## src/rtl/tetris_pkg.sv

```systemverilog
`default_nettype none
// ============================================================================
// Module      : tetris_pkg
// Description : Shared block-type encoding and piece-queue state encoding,
//               used by the block counter and the piece queue.
// Revision    : 1.0 - initial release
// ============================================================================
package tetris_pkg;

  localparam int BLOCK_W = 3;

  // Block shapes; code 7 is never a real piece.
  typedef enum logic [BLOCK_W-1:0] {
    BLOCK_L       = 3'd0,
    BLOCK_T       = 3'd1,
    BLOCK_I       = 3'd2,
    BLOCK_DOT     = 3'd3,
    BLOCK_SQUARE  = 3'd4,
    BLOCK_CROSS   = 3'd5,
    BLOCK_STEPS   = 3'd6,
    BLOCK_INVALID = 3'd7
  } block_t;

  // Queue controller: refilling (no pops) or running (pops allowed).
  typedef enum logic [0:0] {
    Q_FILL = 1'b0,
    Q_RUN  = 1'b1
  } queue_state_t;

  // True for the one code that does not name a block.
  function automatic logic is_invalid_block(input logic [BLOCK_W-1:0] b);
    return b == BLOCK_INVALID;
  endfunction

endpackage
`default_nettype wire

```

## src/rtl/piece_fifo.sv

```systemverilog
`default_nettype none
// ============================================================================
// Module      : piece_fifo
// Description : DEPTH-entry circular store of block types with push, pop and
//               clear, exposing the head entry and the entry behind it.
//               Slots that hold no piece read as BLOCK_SQUARE.
// Revision    : 1.0 - initial release
// ============================================================================
module piece_fifo
  import tetris_pkg::*;
#(
  parameter int DEPTH = 4,
  parameter int CW    = $clog2(DEPTH + 1)
) (
  input  logic               clk,
  input  logic               rst_i,
  input  logic               clear_i,
  input  logic               push_i,
  input  logic [BLOCK_W-1:0] push_data_i,
  input  logic               pop_i,
  output logic [BLOCK_W-1:0] head_o,
  output logic [BLOCK_W-1:0] next_o,
  output logic [CW-1:0]      count_o
);

  localparam int            PW     = (DEPTH > 1) ? $clog2(DEPTH) : 1;
  localparam logic [PW-1:0] c_LAST = PW'(DEPTH - 1);
  localparam logic [CW-1:0] c_FULL = CW'(DEPTH);
  localparam logic [CW-1:0] c_ONE  = CW'(1);

  logic [BLOCK_W-1:0] r_mem [DEPTH];
  logic [PW-1:0]      r_rd_ptr;
  logic [PW-1:0]      r_wr_ptr;
  logic [CW-1:0]      r_count;
  logic               w_push;
  logic               w_pop;

  // Pointers wrap at DEPTH, which need not be a power of two.
  function automatic logic [PW-1:0] inc_ptr(input logic [PW-1:0] p);
    return (p == c_LAST) ? '0 : p + 1'b1;
  endfunction

  // Guard against underflow and against pushing into a full store without a pop.
  always_comb begin
    w_pop  = pop_i && (r_count != '0);
    w_push = push_i && ((r_count != c_FULL) || w_pop);
  end

  // Storage, pointers and occupancy; clear empties the queue but keeps stale data.
  always_ff @(posedge clk or posedge rst_i) begin
    if (rst_i) begin
      r_rd_ptr <= '0;
      r_wr_ptr <= '0;
      r_count  <= '0;
      for (int i = 0; i < DEPTH; i++) begin
        r_mem[i] <= BLOCK_SQUARE;
      end
    end else if (clear_i) begin
      r_rd_ptr <= '0;
      r_wr_ptr <= '0;
      r_count  <= '0;
    end else begin
      if (w_push) begin
        r_mem[r_wr_ptr] <= push_data_i;
        r_wr_ptr        <= inc_ptr(r_wr_ptr);
      end
      if (w_pop) begin
        r_rd_ptr <= inc_ptr(r_rd_ptr);
      end
      case ({w_push, w_pop})
        2'b10:   r_count <= r_count + 1'b1;
        2'b01:   r_count <= r_count - 1'b1;
        default: r_count <= r_count;
      endcase
    end
  end

  // Read ports mask empty slots so stale data never reaches the display.
  always_comb begin
    head_o  = (r_count != '0)  ? r_mem[r_rd_ptr]          : BLOCK_SQUARE;
    next_o  = (r_count > c_ONE) ? r_mem[inc_ptr(r_rd_ptr)] : BLOCK_SQUARE;
    count_o = r_count;
  end

endmodule
`default_nettype wire

```

## src/rtl/piece_queue_ctrl.sv

```systemverilog
`default_nettype none
// ============================================================================
// Module      : piece_queue_ctrl
// Description : Filters the free-running block candidate (drops code 7 and
//               limits immediate repeats), feeds the piece FIFO and hands
//               pieces to the game FSM once the queue has been filled.
// Revision    : 1.0 - initial release
// ============================================================================
module piece_queue_ctrl
  import tetris_pkg::*;
#(
  parameter int DEPTH      = 4,
  parameter int MAX_REJECT = 2
) (
  input  logic                       clk,
  input  logic                       rst_i,
  input  logic [BLOCK_W-1:0]         rand_i,
  input  logic                       flush_i,
  input  logic                       spawn_ready_i,
  output logic                       spawn_valid_o,
  output logic [BLOCK_W-1:0]         spawn_type_o,
  output logic [BLOCK_W-1:0]         preview_type_o,
  output logic [$clog2(DEPTH+1)-1:0] queue_count_o
);

  localparam int            CW          = $clog2(DEPTH + 1);
  localparam int            RW          = (MAX_REJECT > 0) ? $clog2(MAX_REJECT + 1) : 1;
  localparam logic [CW-1:0] c_FULL      = CW'(DEPTH);
  localparam logic [CW-1:0] c_ALMOST    = CW'(DEPTH - 1);
  localparam logic [RW-1:0] c_MAX_REJ   = RW'(MAX_REJECT);

  queue_state_t       r_state;
  queue_state_t       w_state_nxt;
  logic [BLOCK_W-1:0] r_last_pushed;
  logic [RW-1:0]      r_reject_cnt;
  logic [RW-1:0]      w_reject_nxt;
  logic [CW-1:0]      w_count;
  logic               w_invalid;
  logic               w_repeat;
  logic               w_accept;
  logic               w_eval;
  logic               w_push;
  logic               w_pop;

  // State, repeat-limit counter and last pushed type.
  always_ff @(posedge clk or posedge rst_i) begin
    if (rst_i) begin
      r_state       <= Q_FILL;
      r_reject_cnt  <= '0;
      r_last_pushed <= BLOCK_SQUARE;
    end else begin
      r_state      <= w_state_nxt;
      r_reject_cnt <= w_reject_nxt;
      if (w_push) begin
        r_last_pushed <= rand_i;
      end
    end
  end

  // Next state, candidate filter and handshake; flush overrides everything.
  always_comb begin
    w_state_nxt   = r_state;
    w_reject_nxt  = r_reject_cnt;
    w_pop         = 1'b0;
    w_eval        = 1'b0;
    w_push        = 1'b0;
    spawn_valid_o = (r_state == Q_RUN) && (w_count != '0);
    w_invalid     = is_invalid_block(rand_i);
    w_repeat      = (rand_i == r_last_pushed);
    w_accept      = !w_invalid && (!w_repeat || (r_reject_cnt == c_MAX_REJ));

    if (flush_i) begin
      w_state_nxt  = Q_FILL;
      w_reject_nxt = '0;
    end else begin
      w_pop  = spawn_valid_o && spawn_ready_i;
      // A full queue with no pop leaves the candidate unexamined.
      w_eval = (w_count != c_FULL) || w_pop;
      w_push = w_eval && w_accept;
      // Code 7 never touches the repeat counter; only repeats below the limit bump it.
      if (w_eval && !w_invalid) begin
        w_reject_nxt = w_accept ? '0 : r_reject_cnt + 1'b1;
      end
      if ((r_state == Q_FILL) && w_push && (w_count == c_ALMOST)) begin
        w_state_nxt = Q_RUN;
      end
    end
  end

  piece_fifo #(
    .DEPTH (DEPTH),
    .CW    (CW)
  ) u_fifo (
    .clk         (clk),
    .rst_i       (rst_i),
    .clear_i     (flush_i),
    .push_i      (w_push),
    .push_data_i (rand_i),
    .pop_i       (w_pop),
    .head_o      (spawn_type_o),
    .next_o      (preview_type_o),
    .count_o     (w_count)
  );

  assign queue_count_o = w_count;

endmodule
`default_nettype wire
```

## config.mk

```make
export PLATFORM = sky130hd
export DESIGN_NAME = piece_queue_ctrl
export DESIGN_NICKNAME = d
export VERILOG_FILES = /design/src/rtl/tetris_pkg.sv /design/src/rtl/piece_fifo.sv /design/src/rtl/piece_queue_ctrl.sv
export SDC_FILE = /design/constraint.sdc
export NUM_CORES = 1
export LEC_CHECK = 0
export ABC_AREA = 1
export BUFFER_PORTS_ARGS = -buffer_cell sky130_fd_sc_hd__buf_2
export CORE_ASPECT_RATIO = 1.5
export CORE_MARGIN = 4
export CORE_UTILIZATION = 40
export CTS_CLUSTER_DIAMETER = 30
export DETAILED_ROUTE_END_ITERATION = 12
export HOLD_SLACK_MARGIN = 0.08
export SLEW_MARGIN = 10
export SYNTH_ARGS = -nofsm -noshare
export SYNTH_HDL_FRONTEND = slang
export SYNTH_SLANG_ARGS = --single-unit
```

## constraint.sdc

```tcl
create_clock -name clk -period 1.6 [get_ports clk]
set_input_delay 0.4 -clock clk [delete_from_list [all_inputs] [get_ports clk]]
set_output_delay 0.4 -clock clk [all_outputs]
set_load 0.1 [all_outputs]
```

# Word level (Yosys, flattened, before mapping)
# Index checks and enable logic that the tools add are counted.
dict set report totals {
  inputBits 7
  register_bits 25
  out_inout_bits 10
  word_cells 82
}
dict set report op_classes {
  reduce_logical 22
  bitwise_logic 5
  add_sub_neg 5
  n_eq_ne 9
  mux 26
  magnitude_cmp 5
}
# operator count
set ops {}
lappend ops {{$mux 3} 8}
lappend ops {{$mux 2} 9}
lappend ops {{$bmux 3 s2} 2}
lappend ops {{$bwmux 12} 1}
lappend ops {{$logic_and 1x1->1} 10}
lappend ops {{$ge 3x3->1 const B} 3}
lappend ops {{$not 2->3} 3}
lappend ops {{$eq 2x2->1 const B} 4}
lappend ops {{$reduce_bool 2->1} 4}
lappend ops {{$add 2x1->2 const B} 3}
lappend ops {{$demux 3 s2} 1}
lappend ops {{$pmux 3 s2} 1}
lappend ops {{$reduce_bool 3->1} 2}
lappend ops {{$mux 1} 4}
lappend ops {{$add 3x1->3 const B} 1}
lappend ops {{$eq 3x2->1 const B} 1}
lappend ops {{$eq 3x3->1} 1}
lappend ops {{$eq 3x3->1 const B} 1}
lappend ops {{$gt 3x1->1 const B} 1}
lappend ops {{$logic_or 1x1->1} 3}
lappend ops {{$lt 3x1->1 const B} 1}
lappend ops {{$ne 3x3->1 const B} 1}
lappend ops {{$sub 3x1->3 const B} 1}
lappend ops {{$eq 2x1->1 const B} 1}
lappend ops {{3 further kinds} 5}

# Depth between registers and ports, before layout
# Gate-level depths: netlist of run 1.
dict set report depth {
  word_depth 10
  ltp_mapped 11
  depth_no_buf 11
}

# Modules after synthesis
# A second synthesis of run 1 with hierarchy kept.
dict set report hier_totals {
  cells_unflattened 221
  hier_area_um2 1666.6
}
# mod cells_per_inst area_per_inst_um2 seq_area_each_um2 instances
set modules_own_cells {}
lappend modules_own_cells {piece_fifo 150 1209.9 480.5 1}
lappend modules_own_cells {piece_queue_ctrl 71 456.7 151.4 1}

# Worst setup path before layout of run 1
# OpenSTA, ideal clock, no wires.
dict set report synth_timing {
  kind {flip-flop to output port}
  startpoint {register u_fifo.r_count[1] (netlist: u_fifo.count_o[1])}
  endpoint {output preview_type_o[0]}
  path_stages_with_launch 6
  setup_slack_ps -1897
  n_path_buf 0
  t_arrival_ps 3097
  required_time_ps 1200
  path_cell_list {dfrtp_1 inv_1 ha_1 a21oi_1 nor2_1 a21oi_1}
}
dict set report synth_between {
  elab_chain_cells 2
}
# item line_no
set synth_rtl {}
lappend synth_rtl {{start, declared} piece_fifo.sv:34} ;# logic [CW-1:0] r_count;
lappend synth_rtl {{start signal, assigned} piece_fifo.sv:71} ;# 2'b10: r_count <= r_count + 1'b1;
lappend synth_rtl {{start signal, assigned} piece_fifo.sv:72} ;# 2'b01: r_count <= r_count - 1'b1;
lappend synth_rtl {{start signal, assigned} piece_fifo.sv:73} ;# default: r_count <= r_count;
lappend synth_rtl {{$gt 3x1->1} piece_fifo.sv:81} ;# next_o = (r_count > c_ONE) ? r_mem[inc_ptr(r_rd_ptr)] : BLOCK_SQUARE;
lappend synth_rtl {{$mux 3} piece_fifo.sv:81}
lappend synth_rtl {{end, declared} piece_queue_ctrl.sv:22} ;# output logic [BLOCK_W-1:0] preview_type_o,
# Every way passes these cells.

# Worst setup path after layout of run 1
dict set report layout_timing {
  startpoint {register u_fifo.r_rd_ptr[0]}
  endpoint {output preview_type_o[1]}
}
dict set report layout_between {
  elab_chain_cells 7
  word_cells_on_any_way 8
  classes_between {add/sub: 1; eq/ne: 1; mux: 5; bitwise: 1}
}
# item line_no
set layout_rtl {}
lappend layout_rtl {{start, declared} piece_fifo.sv:32} ;# logic [PW-1:0] r_rd_ptr;
lappend layout_rtl {{start signal, assigned} piece_fifo.sv:68} ;# r_rd_ptr <= inc_ptr(r_rd_ptr);
lappend layout_rtl {{$add 2x1->2 or $eq 2x2->1 (tied branches)} piece_fifo.sv:40} ;# return (p == c_LAST) ? '0 : p + 1'b1;
lappend layout_rtl {{$mux 2 (*)} piece_fifo.sv:40}
lappend layout_rtl {{$not 2->3 (implied by the code) (*)} piece_fifo.sv:81}
lappend layout_rtl {{$bmux 3 s2 (*)} piece_fifo.sv:81}
lappend layout_rtl {{$mux 3 (implied by the code) (*) (2 in series)} piece_fifo.sv:81}
lappend layout_rtl {{$mux 3 (*)} piece_fifo.sv:81}
# Every way passes the cells marked *; elsewhere a longest branch is shown, timed or not. The select of a mux whose other input is x is not followed.

==> impl_table.tex, run 1 <==
\begin{tabular}{lr}
\hline
Metric & Value \\
\hline
\multicolumn{2}{l}{\textbf{Drt}} \\
\quad Routed WL per cell & 14.1 um \\
\quad Via density per instance & between 5 and 6 \\
\quad Length of the first detailed-routing pass in iterations & 3 \\
\quad Number of DRC markers after the initial detailed-route iteration & 26 \\
\quad Total wire length after detailed routing & $\sim$4 mm \\
\quad Total vias in the final route & between 1000 and 1500 \\
\quad DRC errors left & 0 \\
\quad Post-detailed-route count of antenna-violating nets & 0 \\
\multicolumn{2}{l}{\textbf{Pwr}} \\
\quad Maximum vdd ir drop & 1.68 mV \\
\quad Power density over cell area & roughly 2100 nW/um\^{}2 \\
\quad Leakage power & about 1.2 nW \\
\multicolumn{2}{l}{\textbf{Place}} \\
\quad Port Buffers & 16 \\
\quad Placed instance count & between 200 and 300 \\
\quad Post-detailed-placement cell area & roughly 2200 um\^{}2 \\
\quad Detailed-placement wirelength estimate & slightly below 3 mm \\
\quad Global placer's final weighted congestion & 0.858 \\
\quad Minimum setup slack after placement & -0.217 ns \\
\multicolumn{2}{l}{\textbf{Outcome}} \\
\quad Run status & finished, violations left \\
\quad Violations in the final reports & setup timing \\
\multicolumn{2}{l}{\textbf{Cells and area}} \\
\quad Fillcell total & slightly below 300 \\
\quad Post-route cell area & around 2500 um\^{}2 \\
\quad Area growth from synthesis to layout & 64.0\% \\
\quad Area occupied by multi-input gates & 1130 um\^{}2 \\
\quad Area used by sequential logic in the layout & 646 um\^{}2 \\
\quad Number of nets in the layout & 260 \\
\quad Fraction of layout instances using a drive strength above 1 & 0.552 \\
\quad Leading cell types in the layout, fill and taps excluded & sky130\_fd\_sc\_hd\_\_nand2\_1, sky130\_fd\_sc\_hd\_\_buf\_4, sky130\_fd\_sc\_hd\_\_inv\_1, sky130\_fd\_sc\_hd\_\_o21ai\_2, sky130\_fd\_sc\_hd\_\_dfrtp\_1 \\
\quad Final cell count without fillers & between 200 and 300 \\
\quad Leading cell type in the layout, fill and taps excluded & sky130\_fd\_sc\_hd\_\_nand2\_1 \\
\quad N\_diodes & 0 \\
\multicolumn{2}{l}{\textbf{Floorplan}} \\
\quad Starting utilization of the core area & 0.416 \\
\quad Die height & roughly 84 um \\
\quad Die Footprint & 4940 um\^{}2 \\
\quad Ports & 17 \\
\quad Core area & roughly 3700 um\^{}2 \\
\quad Site Rows & 27 \\
\quad DIE WIDTH & approximately 59 um \\
\multicolumn{2}{l}{\textbf{Timing}} \\
\quad Actual transition at the worst max-transition pin & $\sim$0.32 ns \\
\quad RSZ-0062 raised after global routing & true \\
\quad Final period util & 1.27 \\
\quad Final max-slew violation count & 0 \\
\quad Worst relative slew slack & 0.784 \\
\quad Finish-stage setup viols & 30 \\
\quad Highest attainable clock frequency & approximately 490 MHz \\
\quad Final Hold Slack & 0.161 ns \\
\quad Minimum setup slack in the final design & -0.425 ns \\
\quad Time the worst path needs with I/O delays and setup & roughly 2.0 ns \\
\quad Clk\_skew & around 0.0039 ns \\
\quad Count of endpoints failing hold in the final timing report & 0 \\
\multicolumn{2}{l}{\textbf{Worst setup path}} \\
\quad CP startpoint kind & flop \\
\quad Number of cells on the worst reg-to-reg path & 11 \\
\quad Worst flop-to-flop path startpoint & u\_fifo.count\_o[0]\$\_DFFE\_PP0P\_ \\
\quad CP required & 1.20 ns \\
\quad Slowest cell on crit path & sky130\_fd\_sc\_hd\_\_dfrtp\_2 \\
\quad Cell breakdown of the critical path & ha\_4 > inv\_2 > a21oi\_1 > o21ai\_1 > a21oi\_4 > buf\_12 \\
\quad Crit path launch & u\_fifo.r\_rd\_ptr[0]\$\_DFFE\_PP0P\_ \\
\quad Max Fanout on Critical Path & 5 \\
\quad Largest stage delay on the critical path & between 0.4 and 0.5 ns \\
\quad CP endpoint kind & primary output \\
\quad Kind of critical path & flop to primary output \\
\quad Slack of the worst reg-to-reg path & -0.21 ns \\
\quad Data arrival time of the critical path & between 1.5 and 2 ns \\
\multicolumn{2}{l}{\textbf{Global route}} \\
\quad Via count of the first global-routing pass & 1423 \\
\quad Global Route Usage Sum & 0.163 \\
\quad Global-route wire length before repair & between 6 and 7 mm \\
\quad Number of antenna violations at the first check in global routing & 0 \\
\quad Pin count of the biggest net entering global routing & 26 \\
\quad Global route total overflow & 0 \\
\multicolumn{2}{l}{\textbf{Clock network}} \\
\quad Clock tree from TritonCTS & done \\
\quad CTS hold repair buffers & 0 \\
\quad Maximum level of the CTS H-tree & 1 \\
\quad CTS buffer count & 3 \\
\quad Clock transition at path regs & $\sim$0.090 ns \\
\quad Source-to-sink clock delay at the later pin of the worst-skew pair & $\sim$0.27 ns \\
\quad CTS Root Buffer Type & sky130\_fd\_sc\_hd\_\_clkbuf\_8 \\
\quad Buffer levels on the longest clock path & 2 \\
\quad Sinks on the clock net & 25 \\
\multicolumn{2}{l}{\textbf{Logic synthesis}} \\
\quad Sequential-to-total area share from yosys stat & 0.409 \\
\quad Netlist cell types & 23 \\
\quad Number of register bits inferred by synthesis & 25 \\
\quad Warnings, synthesis & 0 \\
\quad Mapped Cells & 190 \\
\quad Mean instance size in the synthesized netlist & roughly 8.1 um\^{}2 \\
\quad Post-synth net total & approximately 210 \\
\quad Mapped Area & 1550 um\^{}2 \\
\multicolumn{2}{l}{\textbf{Worst hold path}} \\
\quad Hold Crit Class & input port to asynchronous set/reset pin \\
\multicolumn{2}{l}{\textbf{Run}} \\
\quad Max-capacitance violation count & 0 \\
\hline
\end{tabular}
report_power, final:
| group | leakage, nW | total [mW] | internal (mW) | switching, mW |
|---|---|---|---|---|
| sequential | 0.304 | 1.17 | 0.934 | 0.241 |
| combinational | 0.821 | 3.74 | 1.48 | 2.26 |
| clock | 0.0255 | 0.380 | 0.174 | 0.206 |
metrics by stage:
stage / total power [mW] / utilization / setup TNS [ns]
global placement: 4.36 / 0.585 / -0.579
global route: 5.59 / 0.682 / -8.16
floorplan: 3.36 / - / -6.60
CTS: 4.92 / 0.618 / -3.77
finish: 5.30 / 0.682 / -5.94
detailed placement: 4.41 / 0.585 / -0.738
per-layer routing:
layer | GRT usage | vias up | share of wire
met3 | 0.0186 | 5 | 0.015
li1 | - | 728 | -
met4 | 0.0474 | 0 | 0.012
met5 | 0 | - | 0
met1 | 0.193 | 705 | 0.39
met2 | 0.296 | 11 | 0.58
sequential cells by signal, indices dropped and copies added, names as in the netlist:
signal / count
u_fifo.r_wr_ptr: 2
u_fifo.count_o: 3
u_fifo.r_rd_ptr: 2
u_fifo.r_mem: 12
r_reject_cnt: 2
r_last_pushed: 3
r_state: 1
synth_stat cells:
master	n	area (um^2)
sky130_fd_sc_hd__a21oi_1	13	65.1
sky130_fd_sc_hd__a21oi_4	1	16.3
sky130_fd_sc_hd__clkbuf_1	2	7.51
sky130_fd_sc_hd__clkinv_8	1	16.3
sky130_fd_sc_hd__dfrtp_1	20	500
sky130_fd_sc_hd__dfstp_2	5	131
sky130_fd_sc_hd__ha_1	11	138
sky130_fd_sc_hd__inv_1	24	90.1
sky130_fd_sc_hd__inv_2	1	3.75
sky130_fd_sc_hd__nand2_1	48	180
sky130_fd_sc_hd__nand2_2	4	25.0
sky130_fd_sc_hd__nand2_4	5	56.3
sky130_fd_sc_hd__nand3_1	6	30.0
sky130_fd_sc_hd__nand3_4	2	35.0
sky130_fd_sc_hd__nor2_1	10	37.5
sky130_fd_sc_hd__o211a_1	1	10.0
sky130_fd_sc_hd__o211ai_1	3	22.5
sky130_fd_sc_hd__o21ai_0	16	80.1
sky130_fd_sc_hd__o21ai_1	12	60.1
sky130_fd_sc_hd__o21bai_1	1	7.51
sky130_fd_sc_hd__o221ai_1	2	17.5
sky130_fd_sc_hd__or2_2	1	6.26
sky130_fd_sc_hd__xor2_1	1	8.76
worst paths after layout:
check                                                to
setup / recovery                      preview_type_o[1]
hold / removal                      r_state$_DFFE_PP0P_
setup reg to reg            u_fifo.r_mem[9]$_DFFE_PP0P_
hold reg to reg             u_fifo.r_mem[8]$_DFFE_PP1P_
max in group asynchronous  r_last_pushed[2]$_DFFE_PP1P_
min in group clk                    r_state$_DFFE_PP0P_
layout make-up:
type / count / area share
flip-flops and latches: 25 / 0.255
clock inverters: 1 / 0.00197
well taps: 43 / 0.0212
clock buffers: 3 / 0.0163
inverters: 26 / 0.0469
multi-input cells: 137 / 0.447
repair buffers: 49 / 0.212
timing repair:
item / 4_1_cts / 5_1_grt
pin swaps: 7 / 11
buffers inserted: 4 / 7
setup endpoints to repair: 7 / 31
resized for setup: 19 / 47
cells by family (layout without fill, tap and decap cells):
kind of cell	after synthesis	in the layout	share of synthesized area
AOI/OAI and AO/OA	49	49	0.181
xor gates and xnor gates	1	1	0.00567
adders and majority gates	11	11	0.0891
buffers and inverters	28	79	0.0761
DFF	25	25	0.409
and+or+nand+nor	76	76	0.240
worst max-delay path, delay by kind of cell, from the launching register on:
| kind | cells | cell delay (ns) |
|---|---|---|
| flops | 1 | 0.44 |
| compound gates | 3 | 0.37 |
| fa+ha+maj | 1 | 0.30 |
| buf+inv | 2 | 0.23 |
No activity file was read; power rests on OpenSTA's default activity.
==> run 2: changes to the inputs <==
Settings changed: ABC_AREA 1 to default.
==> impl_table.tex, run 2 <==
\begin{tabular}{lr}
\hline
Metric & Value \\
\hline
\multicolumn{2}{l}{\textbf{Logic synthesis}} \\
\quad Dominant cell by count in the synthesized netlist & sky130\_fd\_sc\_hd\_\_dfrtp\_1 (was sky130\_fd\_sc\_hd\_\_nand2\_1) \\
\quad Netlist cell types & 35 (was 23) \\
\quad Post-synth net total & 141 (was 208) \\
\quad Async S/R FF share, synth & 1.00 (unchanged) \\
\quad Mapped Area & 1510 um\^{}2 (was 1550 um\^{}2) \\
\quad Number of flops mapped to enable cells by yosys & 0 (unchanged) \\
\quad Commonest cells in the netlist & sky130\_fd\_sc\_hd\_\_dfrtp\_1, sky130\_fd\_sc\_hd\_\_ha\_1, sky130\_fd\_sc\_hd\_\_mux2\_2, sky130\_fd\_sc\_hd\_\_nor2\_1, sky130\_fd\_sc\_hd\_\_inv\_1 (was sky130\_fd\_sc\_hd\_\_nand2\_1, sky130\_fd\_sc\_hd\_\_inv\_1, sky130\_fd\_sc\_hd\_\_dfrtp\_1, sky130\_fd\_sc\_hd\_\_o21ai\_0, sky130\_fd\_sc\_hd\_\_a21oi\_1) \\
\quad Commonest register cell after synthesis & sky130\_fd\_sc\_hd\_\_dfrtp\_1 (unchanged) \\
\quad Mapped Cells & 123 (was 190) \\
\quad Mean instance size in the synthesized netlist & 12.3 um\^{}2 (was 8.13 um\^{}2) \\
\quad Top cells by area in the synthesized netlist & sky130\_fd\_sc\_hd\_\_dfrtp\_1, sky130\_fd\_sc\_hd\_\_ha\_1, sky130\_fd\_sc\_hd\_\_mux4\_2 (was sky130\_fd\_sc\_hd\_\_dfrtp\_1, sky130\_fd\_sc\_hd\_\_nand2\_1, sky130\_fd\_sc\_hd\_\_ha\_1) \\
\quad Sequential-to-total area share from yosys stat & 0.419 (was 0.409) \\
\quad Cell accounting for the most synthesized area & sky130\_fd\_sc\_hd\_\_dfrtp\_1 (unchanged) \\
\quad Area share of the leading cell type in the synthesized netlist & 0.332 (was 0.324) \\
\quad Warnings, synthesis & 0 (unchanged) \\
\quad Number of register bits inferred by synthesis & 25 (unchanged) \\
\multicolumn{2}{l}{\textbf{Floorplan}} \\
\quad Core area & 3650 um\^{}2 (was 3720 um\^{}2) \\
\quad Starting utilization of the core area & 0.413 (was 0.416) \\
\quad DIE WIDTH & 58.1 um (was 58.8 um) \\
\quad Die height & 83.2 um (was 84.1 um) \\
\quad Site Rows & 27 (unchanged) \\
\quad Ports & 17 (unchanged) \\
\quad Die Footprint & 4840 um\^{}2 (was 4940 um\^{}2) \\
\multicolumn{2}{l}{\textbf{Clock network}} \\
\quad Buffer levels on the longest clock path & 2 (unchanged) \\
\quad Clock transition at path regs & 0.09 ns (about the same) \\
\quad CTS Root Buffer Type & sky130\_fd\_sc\_hd\_\_clkbuf\_8 (unchanged) \\
\quad Maximum level of the CTS H-tree & 1 (unchanged) \\
\quad CTS buffer count & 3 (unchanged) \\
\quad Sinks on the clock net & 25 (unchanged) \\
\quad Clock tree from TritonCTS & done (unchanged) \\
\quad Source-to-sink clock delay at the later pin of the worst-skew pair & 0.27 ns (about the same) \\
\multicolumn{2}{l}{\textbf{Pwr}} \\
\quad Proportion of power drawn by combinational gates & 0.725 (was 0.706) \\
\quad Maximum vdd ir drop & 2.10 mV (was 1.68 mV) \\
\quad Switching share of power & 0.451 (was 0.511) \\
\quad Proportion of power drawn by the clock network & 0.068 (was 0.072) \\
\quad Power density over cell area & 2250 nW/um\^{}2 (was 2090 nW/um\^{}2) \\
\quad Reported net switching power & 2.55 mW (was 2.71 mW) \\
\quad P\_int & 3.10 mW (was 2.59 mW) \\
\quad Sequential cell fraction of total power & 0.207 (was 0.222) \\
\quad Leakage power & 1.10 nW (was 1.15 nW) \\
\multicolumn{2}{l}{\textbf{Global route}} \\
\quad Global route total overflow & 0 (unchanged) \\
\quad Pin count of the biggest net entering global routing & 26 (unchanged) \\
\quad Via count of the first global-routing pass & 1349 (was 1423) \\
\quad Number of antenna violations at the first check in global routing & 0 (unchanged) \\
\quad Global-route wire length before repair & 6.26 mm (was 6.34 mm) \\
\quad Global Route Usage Sum & 0.169 (was 0.163) \\
\multicolumn{2}{l}{\textbf{Timing}} \\
\quad Finish-stage setup viols & 32 (was 30) \\
\quad Actual transition at the worst max-transition pin & 0.375 ns (was 0.324 ns) \\
\quad Minimum setup slack in the final design & -0.725 ns (was -0.425 ns) \\
\quad Final Hold Slack & 0.162 ns (was 0.161 ns) \\
\quad Final max-slew violation count & 0 (unchanged) \\
\quad RSZ-0062 raised after global routing & true (unchanged) \\
\quad Time the worst path needs with I/O delays and setup & 2.33 ns (was 2.03 ns) \\
\quad Final period util & 1.45 (was 1.27) \\
\quad Count of endpoints failing hold in the final timing report & 0 (unchanged) \\
\quad Highest attainable clock frequency & 430 MHz (was 494 MHz) \\
\quad Worst relative slew slack & 0.748 (was 0.784) \\
\quad Clk\_skew & 0.00813 ns (was 0.00395 ns) \\
\multicolumn{2}{l}{\textbf{Cells and area}} \\
\quad Final core utilization & 0.687 (was 0.682) \\
\quad Final cell count without fillers & 229 (was 284) \\
\quad Leading cell type in the layout, fill and taps excluded & sky130\_fd\_sc\_hd\_\_buf\_4 (was sky130\_fd\_sc\_hd\_\_nand2\_1) \\
\quad Fillcell total & 257 (was 295) \\
\quad Number of nets in the layout & 205 (was 260) \\
\quad N\_diodes & 0 (unchanged) \\
\quad Area growth from synthesis to layout & 66.3\% (was 64.0\%) \\
\quad Post-route cell area & 2510 um\^{}2 (was 2530 um\^{}2) \\
\quad Register ranked first by flip-flop count & u\_fifo.r\_mem (unchanged) \\
\quad Fraction of layout instances using a drive strength above 1 & 0.737 (was 0.552) \\
\quad Leading cell types in the layout, fill and taps excluded & sky130\_fd\_sc\_hd\_\_buf\_4, sky130\_fd\_sc\_hd\_\_dfrtp\_1, sky130\_fd\_sc\_hd\_\_buf\_6, sky130\_fd\_sc\_hd\_\_buf\_12, sky130\_fd\_sc\_hd\_\_mux2\_2 (was sky130\_fd\_sc\_hd\_\_nand2\_1, sky130\_fd\_sc\_hd\_\_buf\_4, sky130\_fd\_sc\_hd\_\_inv\_1, sky130\_fd\_sc\_hd\_\_o21ai\_2, sky130\_fd\_sc\_hd\_\_dfrtp\_1) \\
\quad Largest register FFs & 12 (unchanged) \\
\multicolumn{2}{l}{\textbf{Drt}} \\
\quad Number of DRC markers after the initial detailed-route iteration & 29 (was 26) \\
\quad Routed length on met3 & 82 um (was 61 um) \\
\quad Met1 WL & 1.36 mm (was 1.57 mm) \\
\quad Total vias in the final route & 1211 (was 1449) \\
\quad Max layer used & met4 (unchanged) \\
\quad Total wire length after detailed routing & 3.90 mm (was 4.01 mm) \\
\quad Length of the first detailed-routing pass in iterations & 4 (was 3) \\
\quad Routed WL per cell & 17.0 um (was 14.1 um) \\
\quad Post-detailed-route count of antenna-violating nets & 0 (unchanged) \\
\quad Met2 Routed Length & 2.34 mm (was 2.32 mm) \\
\quad DRC errors left & 0 (unchanged) \\
\quad Via density per instance & 5.29 (was 5.10) \\
\multicolumn{2}{l}{\textbf{Place}} \\
\quad Placed instance count & 207 (was 269) \\
\quad Global placer's final weighted congestion & 0.755 (was 0.858) \\
\quad Detailed-placement wirelength estimate & 2.82 mm (was 2.92 mm) \\
\quad Minimum setup slack after placement & -0.594 ns (was -0.217 ns) \\
\quad Port Buffers & 16 (unchanged) \\
\quad Post-detailed-placement cell area & 2120 um\^{}2 (was 2170 um\^{}2) \\
\multicolumn{2}{l}{\textbf{Worst hold path}} \\
\quad Hold Crit Class & input port to asynchronous set/reset pin (unchanged) \\
\multicolumn{2}{l}{\textbf{Worst setup path}} \\
\quad CP startpoint kind & flop (unchanged) \\
\quad Kind of critical path & flop to primary output (unchanged) \\
\quad Max Fanout on Critical Path & 4 (was 5) \\
\quad CP endpoint kind & primary output (unchanged) \\
\quad CP required & 1.20 ns (about the same) \\
\quad Data arrival time of the critical path & 1.93 ns (was 1.63 ns) \\
\multicolumn{2}{l}{\textbf{Outcome}} \\
\quad Violations in the final reports & setup timing (unchanged) \\
\quad Run status & finished, violations left (unchanged) \\
\multicolumn{2}{l}{\textbf{Run}} \\
\quad Max-capacitance violation count & 0 (unchanged) \\
\hline
\end{tabular}
run 2: path summary, 6_finish.rpt:
| check | slack (ns) | cells past startpoint | to | start |
|---|---|---|---|---|
| setup / recovery | -0.73 | 5 | preview_type_o[2] | u_fifo.r_rd_ptr[1]$_DFFE_PP0P_ |
| max in group asynchronous | 1.13 | 3 | u_fifo.r_mem[11]$_DFFE_PP1P_ | rst_i |
| min in group clk | 0.40 | 2 | u_fifo.r_rd_ptr[1]$_DFFE_PP0P_ | flush_i |
| hold / removal | 0.16 | 3 | u_fifo.r_mem[10]$_DFFE_PP0P_ | rst_i |
| setup reg to reg | -0.36 | 8 | u_fifo.r_mem[4]$_DFFE_PP0P_ | u_fifo.count_o[1]$_DFFE_PP0P_ |
| hold reg to reg | 0.55 | 1 | u_fifo.r_mem[3]$_DFFE_PP0P_ | u_fifo.r_mem[3]$_DFFE_PP0P_ |
run 2: power groups by stage:
stage          clock network, mW  logic [mW]  registers (mW)
2_1_floorplan                  0        2.16            1.37
3_5_place_dp                   0        3.41            1.18
5_1_grt                    0.421        4.29            1.21
6_report                   0.385        4.10            1.17
3_3_place_gp                   0        3.33            1.16
4_1_cts                    0.394        3.96            1.17
run 2: logic make-up after synthesis:
logic type | Yosys count | share of synthesized area
AO/OA/AOI/OAI | 16 | 0.0813
buffers and inverters | 9 | 0.0274
multiplexers | 21 | 0.202
adder cells (fa/ha/maj) | 12 | 0.0988
AND/OR/NAND/NOR | 33 | 0.131
XOR/XNOR | 7 | 0.0407
flip-flops | 25 | 0.419
run 2: layer usage:
layer | up-vias | GRT usage
met5 | - | 0
met2 | 23 | 0.317
met3 | 9 | 0.0202
li1 | 564 | -
met1 | 615 | 0.169
met4 | 0 | 0.0992
run 2: repair_timing:
item | in CTS | in global routing
pin swaps | 14 | 19
cloned | 0 | 0
hold buffers | 0 | 0
setup endpoints to repair | 30 | 32
buffers inserted | 13 | 7
resized for setup | 30 | 19
run 2: area by class of cell:
class	instances	area, um^2	share of cell area
Multi-Input combinational cell	89	1080	0.432
Timing Repair Buffer	61	649	0.259
Sequential cell	25	642	0.256
Tap cell	43	53.8	0.0215
Clock buffer	3	41.3	0.0165
Inverter	7	33.8	0.0135
Clock inverter	1	5.00	0.00200
run 2: critical path: stages, from the launching register on:
cell and delay (ns):
sky130_fd_sc_hd__dfrtp_1 0.43, sky130_fd_sc_hd__ha_4 0.18, sky130_fd_sc_hd__nor2_4 0.12, sky130_fd_sc_hd__mux4_2 0.51, sky130_fd_sc_hd__or2_4 0.25, sky130_fd_sc_hd__buf_12 0.16
run 2: stage by stage:
step	total power, mW	TNS, ns
2_1_floorplan	3.53	-7.18
3_3_place_gp	4.49	-8.76
3_5_place_dp	4.58	-9.16
4_1_cts	5.52	-9.32
5_1_grt	5.92	-12.34
6_report	5.65	-10.25
==> run 3: changes to the inputs <==
Settings changed: ABC_AREA from default to 1, CORE_MARGIN 4 to 2.
==> impl_table.tex, run 3 (synthesized netlist as in run 1, its figures left out) <==
\begin{tabular}{lr}
\hline
Metric & Value \\
\hline
\multicolumn{2}{l}{\textbf{Global route}} \\
\quad Global route total overflow & 0 (unchanged) \\
\quad Number of antenna violations at the first check in global routing & 0 (unchanged) \\
\quad Global Route Usage Sum & 0.206 (was 0.169) \\
\quad Global-route wire length before repair & 6.49 mm (was 6.26 mm) \\
\quad Via count of the first global-routing pass & 1452 (was 1349) \\
\quad Pin count of the biggest net entering global routing & 26 (unchanged) \\
\multicolumn{2}{l}{\textbf{Worst setup path}} \\
\quad Largest stage delay on the critical path & 0.45 ns (was 0.51 ns) \\
\quad CP startpoint kind & flop (unchanged) \\
\quad Max Fanout on Critical Path & 8 (was 4) \\
\quad Kind of critical path & flop to primary output (unchanged) \\
\quad Data arrival time of the critical path & 1.66 ns (was 1.93 ns) \\
\quad Cell breakdown of the critical path & ha\_4 > nor2\_4 > buf\_6 > o211ai\_1 > a21oi\_4 > buf\_12 (was ha\_4 > nor2\_4 > mux4\_2 > or2\_4 > buf\_12) \\
\quad CP required & 1.20 ns (about the same) \\
\quad CP endpoint kind & primary output (unchanged) \\
\quad Slowest cell on crit path & sky130\_fd\_sc\_hd\_\_dfrtp\_2 (was sky130\_fd\_sc\_hd\_\_mux4\_2) \\
\multicolumn{2}{l}{\textbf{Floorplan}} \\
\quad Core area & 3680 um\^{}2 (was 3650 um\^{}2) \\
\quad Site Rows & 27 (unchanged) \\
\quad DIE WIDTH & 54.8 um (was 58.1 um) \\
\quad Ports & 17 (unchanged) \\
\quad Die Footprint & 4390 um\^{}2 (was 4840 um\^{}2) \\
\quad Starting utilization of the core area & 0.420 (was 0.413) \\
\quad Die height & 80.1 um (was 83.2 um) \\
\multicolumn{2}{l}{\textbf{Pwr}} \\
\quad Maximum vdd ir drop & 1.71 mV (was 2.10 mV) \\
\quad Power density over cell area & 2090 nW/um\^{}2 (was 2250 nW/um\^{}2) \\
\quad Leakage power & 1.12 nW (was 1.10 nW) \\
\multicolumn{2}{l}{\textbf{Cells and area}} \\
\quad Final core utilization & 0.686 (was 0.687) \\
\quad Register ranked first by flip-flop count & u\_fifo.r\_mem (unchanged) \\
\quad Number of nets in the layout & 260 (was 205) \\
\quad Leading cell type in the layout, fill and taps excluded & sky130\_fd\_sc\_hd\_\_nand2\_1 (was sky130\_fd\_sc\_hd\_\_buf\_4) \\
\quad Final cell count without fillers & 284 (was 229) \\
\quad Area occupied by multi-input gates & 1130 um\^{}2 (was 1080 um\^{}2) \\
\quad N\_diodes & 0 (unchanged) \\
\quad Largest register FFs & 12 (unchanged) \\
\quad Fraction of layout instances using a drive strength above 1 & 0.577 (was 0.737) \\
\quad Fillcell total & 290 (was 257) \\
\quad Area growth from synthesis to layout & 63.6\% (was 66.3\%) \\
\quad Area used by sequential logic in the layout & 646 um\^{}2 (was 642 um\^{}2) \\
\quad Post-route cell area & 2530 um\^{}2 (was 2510 um\^{}2) \\
\quad Leading cell types in the layout, fill and taps excluded & sky130\_fd\_sc\_hd\_\_nand2\_1, sky130\_fd\_sc\_hd\_\_buf\_4, sky130\_fd\_sc\_hd\_\_nand2\_2, sky130\_fd\_sc\_hd\_\_inv\_1, sky130\_fd\_sc\_hd\_\_o21ai\_2 (was sky130\_fd\_sc\_hd\_\_buf\_4, sky130\_fd\_sc\_hd\_\_dfrtp\_1, sky130\_fd\_sc\_hd\_\_buf\_6, sky130\_fd\_sc\_hd\_\_buf\_12, sky130\_fd\_sc\_hd\_\_mux2\_2) \\
\multicolumn{2}{l}{\textbf{Clock network}} \\
\quad Source-to-sink clock delay at the later pin of the worst-skew pair & 0.27 ns (about the same) \\
\quad Maximum level of the CTS H-tree & 1 (unchanged) \\
\quad CTS buffer count & 3 (unchanged) \\
\quad Sinks on the clock net & 25 (unchanged) \\
\quad CTS Root Buffer Type & sky130\_fd\_sc\_hd\_\_clkbuf\_8 (unchanged) \\
\quad Buffer levels on the longest clock path & 2 (unchanged) \\
\quad Clock transition at path regs & 0.09 ns (about the same) \\
\quad Clock tree from TritonCTS & done (unchanged) \\
\multicolumn{2}{l}{\textbf{Drt}} \\
\quad Post-detailed-route count of antenna-violating nets & 0 (unchanged) \\
\quad DRC errors left & 0 (unchanged) \\
\quad Length of the first detailed-routing pass in iterations & 4 (unchanged) \\
\quad Total vias in the final route & 1453 (was 1211) \\
\quad Via density per instance & 5.12 (was 5.29) \\
\quad Routed WL per cell & 14.6 um (was 17.0 um) \\
\quad Number of DRC markers after the initial detailed-route iteration & 28 (was 29) \\
\quad Total wire length after detailed routing & 4.14 mm (was 3.90 mm) \\
\multicolumn{2}{l}{\textbf{Timing}} \\
\quad Clk\_skew & 0.00177 ns (was 0.00813 ns) \\
\quad Final max-slew violation count & 0 (unchanged) \\
\quad Finish-stage setup viols & 30 (was 32) \\
\quad Actual transition at the worst max-transition pin & 0.328 ns (was 0.375 ns) \\
\quad Time the worst path needs with I/O delays and setup & 2.06 ns (was 2.33 ns) \\
\quad Worst relative slew slack & 0.781 (was 0.748) \\
\quad Minimum setup slack in the final design & -0.464 ns (was -0.725 ns) \\
\quad Highest attainable clock frequency & 484 MHz (was 430 MHz) \\
\quad Count of endpoints failing hold in the final timing report & 0 (unchanged) \\
\quad Final period util & 1.29 (was 1.45) \\
\quad RSZ-0062 raised after global routing & true (unchanged) \\
\multicolumn{2}{l}{\textbf{Place}} \\
\quad Global placer's final weighted congestion & 0.785 (was 0.755) \\
\quad Post-detailed-placement cell area & 2170 um\^{}2 (was 2120 um\^{}2) \\
\quad Port Buffers & 16 (unchanged) \\
\quad Placed instance count & 269 (was 207) \\
\quad Detailed-placement wirelength estimate & 3.03 mm (was 2.82 mm) \\
\multicolumn{2}{l}{\textbf{Worst hold path}} \\
\quad Hold Crit Class & input port to asynchronous set/reset pin (unchanged) \\
\multicolumn{2}{l}{\textbf{Outcome}} \\
\quad Run status & finished, violations left (unchanged) \\
\quad Violations in the final reports & setup timing (unchanged) \\
\multicolumn{2}{l}{\textbf{Run}} \\
\quad Max-capacitance violation count & 0 (unchanged) \\
\hline
\end{tabular}
-- run 3: cell types whose count changed in the layout (fill, tap and decap cells not counted), moves of 7 or more --
| cell | delta |
|---|---|
| sky130_fd_sc_hd__o21ai_1 | +12 |
| sky130_fd_sc_hd__inv_1 | +13 |
| sky130_fd_sc_hd__buf_4 | -7 |
| sky130_fd_sc_hd__nand2_1 | +26 |
| sky130_fd_sc_hd__mux2_2 | -11 |
| sky130_fd_sc_hd__nand2_2 | +18 |
| sky130_fd_sc_hd__o21ai_2 | +16 |
-- run 3: repair_timing --
action                                  CTS  global route
gates resized for setup                  35            36
setup buffers                             9             4
hold buffers                              0             0
endpoints found under the setup margin   19            32
pin swaps                                14            20
-- run 3: report_power, final --
part	switching, mW	internal [mW]
Sequential	0.253	0.935
Combinational	2.24	1.45
Clock	0.220	0.177
-- run 3: worst max-delay path: cells and delay by family (launching register included) --
| kind | cells | cell delay (ns) |
|---|---|---|
| AO/OA/AOI/OAI | 2 | 0.34 |
| AND/OR/NAND/NOR | 1 | 0.10 |
| buffers and inverters | 2 | 0.33 |
| flip-flops | 1 | 0.45 |
| adder cells (fa/ha/maj) | 1 | 0.17 |
-- run 3: worst paths after layout --
path                                                 from                          end  slack, ns  cells past startpoint
max reg2reg                 u_fifo.count_o[0]$_DFFE_PP0P_  u_fifo.r_mem[0]$_DFFE_PP0P_      -0.18                     11
max                        u_fifo.r_rd_ptr[0]$_DFFE_PP0P_            preview_type_o[0]      -0.46                      6
min reg2reg                   u_fifo.r_mem[2]$_DFFE_PP1P_  u_fifo.r_mem[2]$_DFFE_PP1P_       0.47                      2
min                                                 rst_i          r_state$_DFFE_PP0P_       0.16                      3
max in group asynchronous                           rst_i  u_fifo.r_mem[2]$_DFFE_PP1P_       1.14                      3
min in group clk                                  flush_i          r_state$_DFFE_PP0P_       0.40                      2
-- run 3: stage by stage --
stage                     setup TNS, ns  hold slack, ns  worst slack (ns)  power, mW
after floorplan                   -6.60           0.424            -0.502       3.36
after global placement           -0.552           0.459            -0.186       4.36
after detailed placement         -0.778           0.464            -0.210       4.45
after CTS                         -5.14           0.171            -0.443       5.05
after global routing              -7.75           0.192            -0.482       5.55
final                             -5.27           0.157            -0.464       5.28
-- run 3: layout make-up --
cell class | count | area share
multi-input cells | 137 | 0.447
well taps | 43 | 0.0213
inverters | 26 | 0.0470
clock buffers | 3 | 0.0163
clock inverters | 1 | 0.00297
flip-flops and latches | 25 | 0.255
repair buffers | 49 | 0.210
-- run 3: per-layer routing --
metal / up-vias / GRT usage / wire length (um) / share of wire
li1: 722 / - / - / -
met1: 706 / 0.217 / 1550 / 0.37
met2: 19 / 0.392 / 2440 / 0.59
met3: 6 / 0.0186 / 57 / 0.014
met4: 0 / 0.0800 / 88 / 0.021
met5: - / 0 / 0 / 0
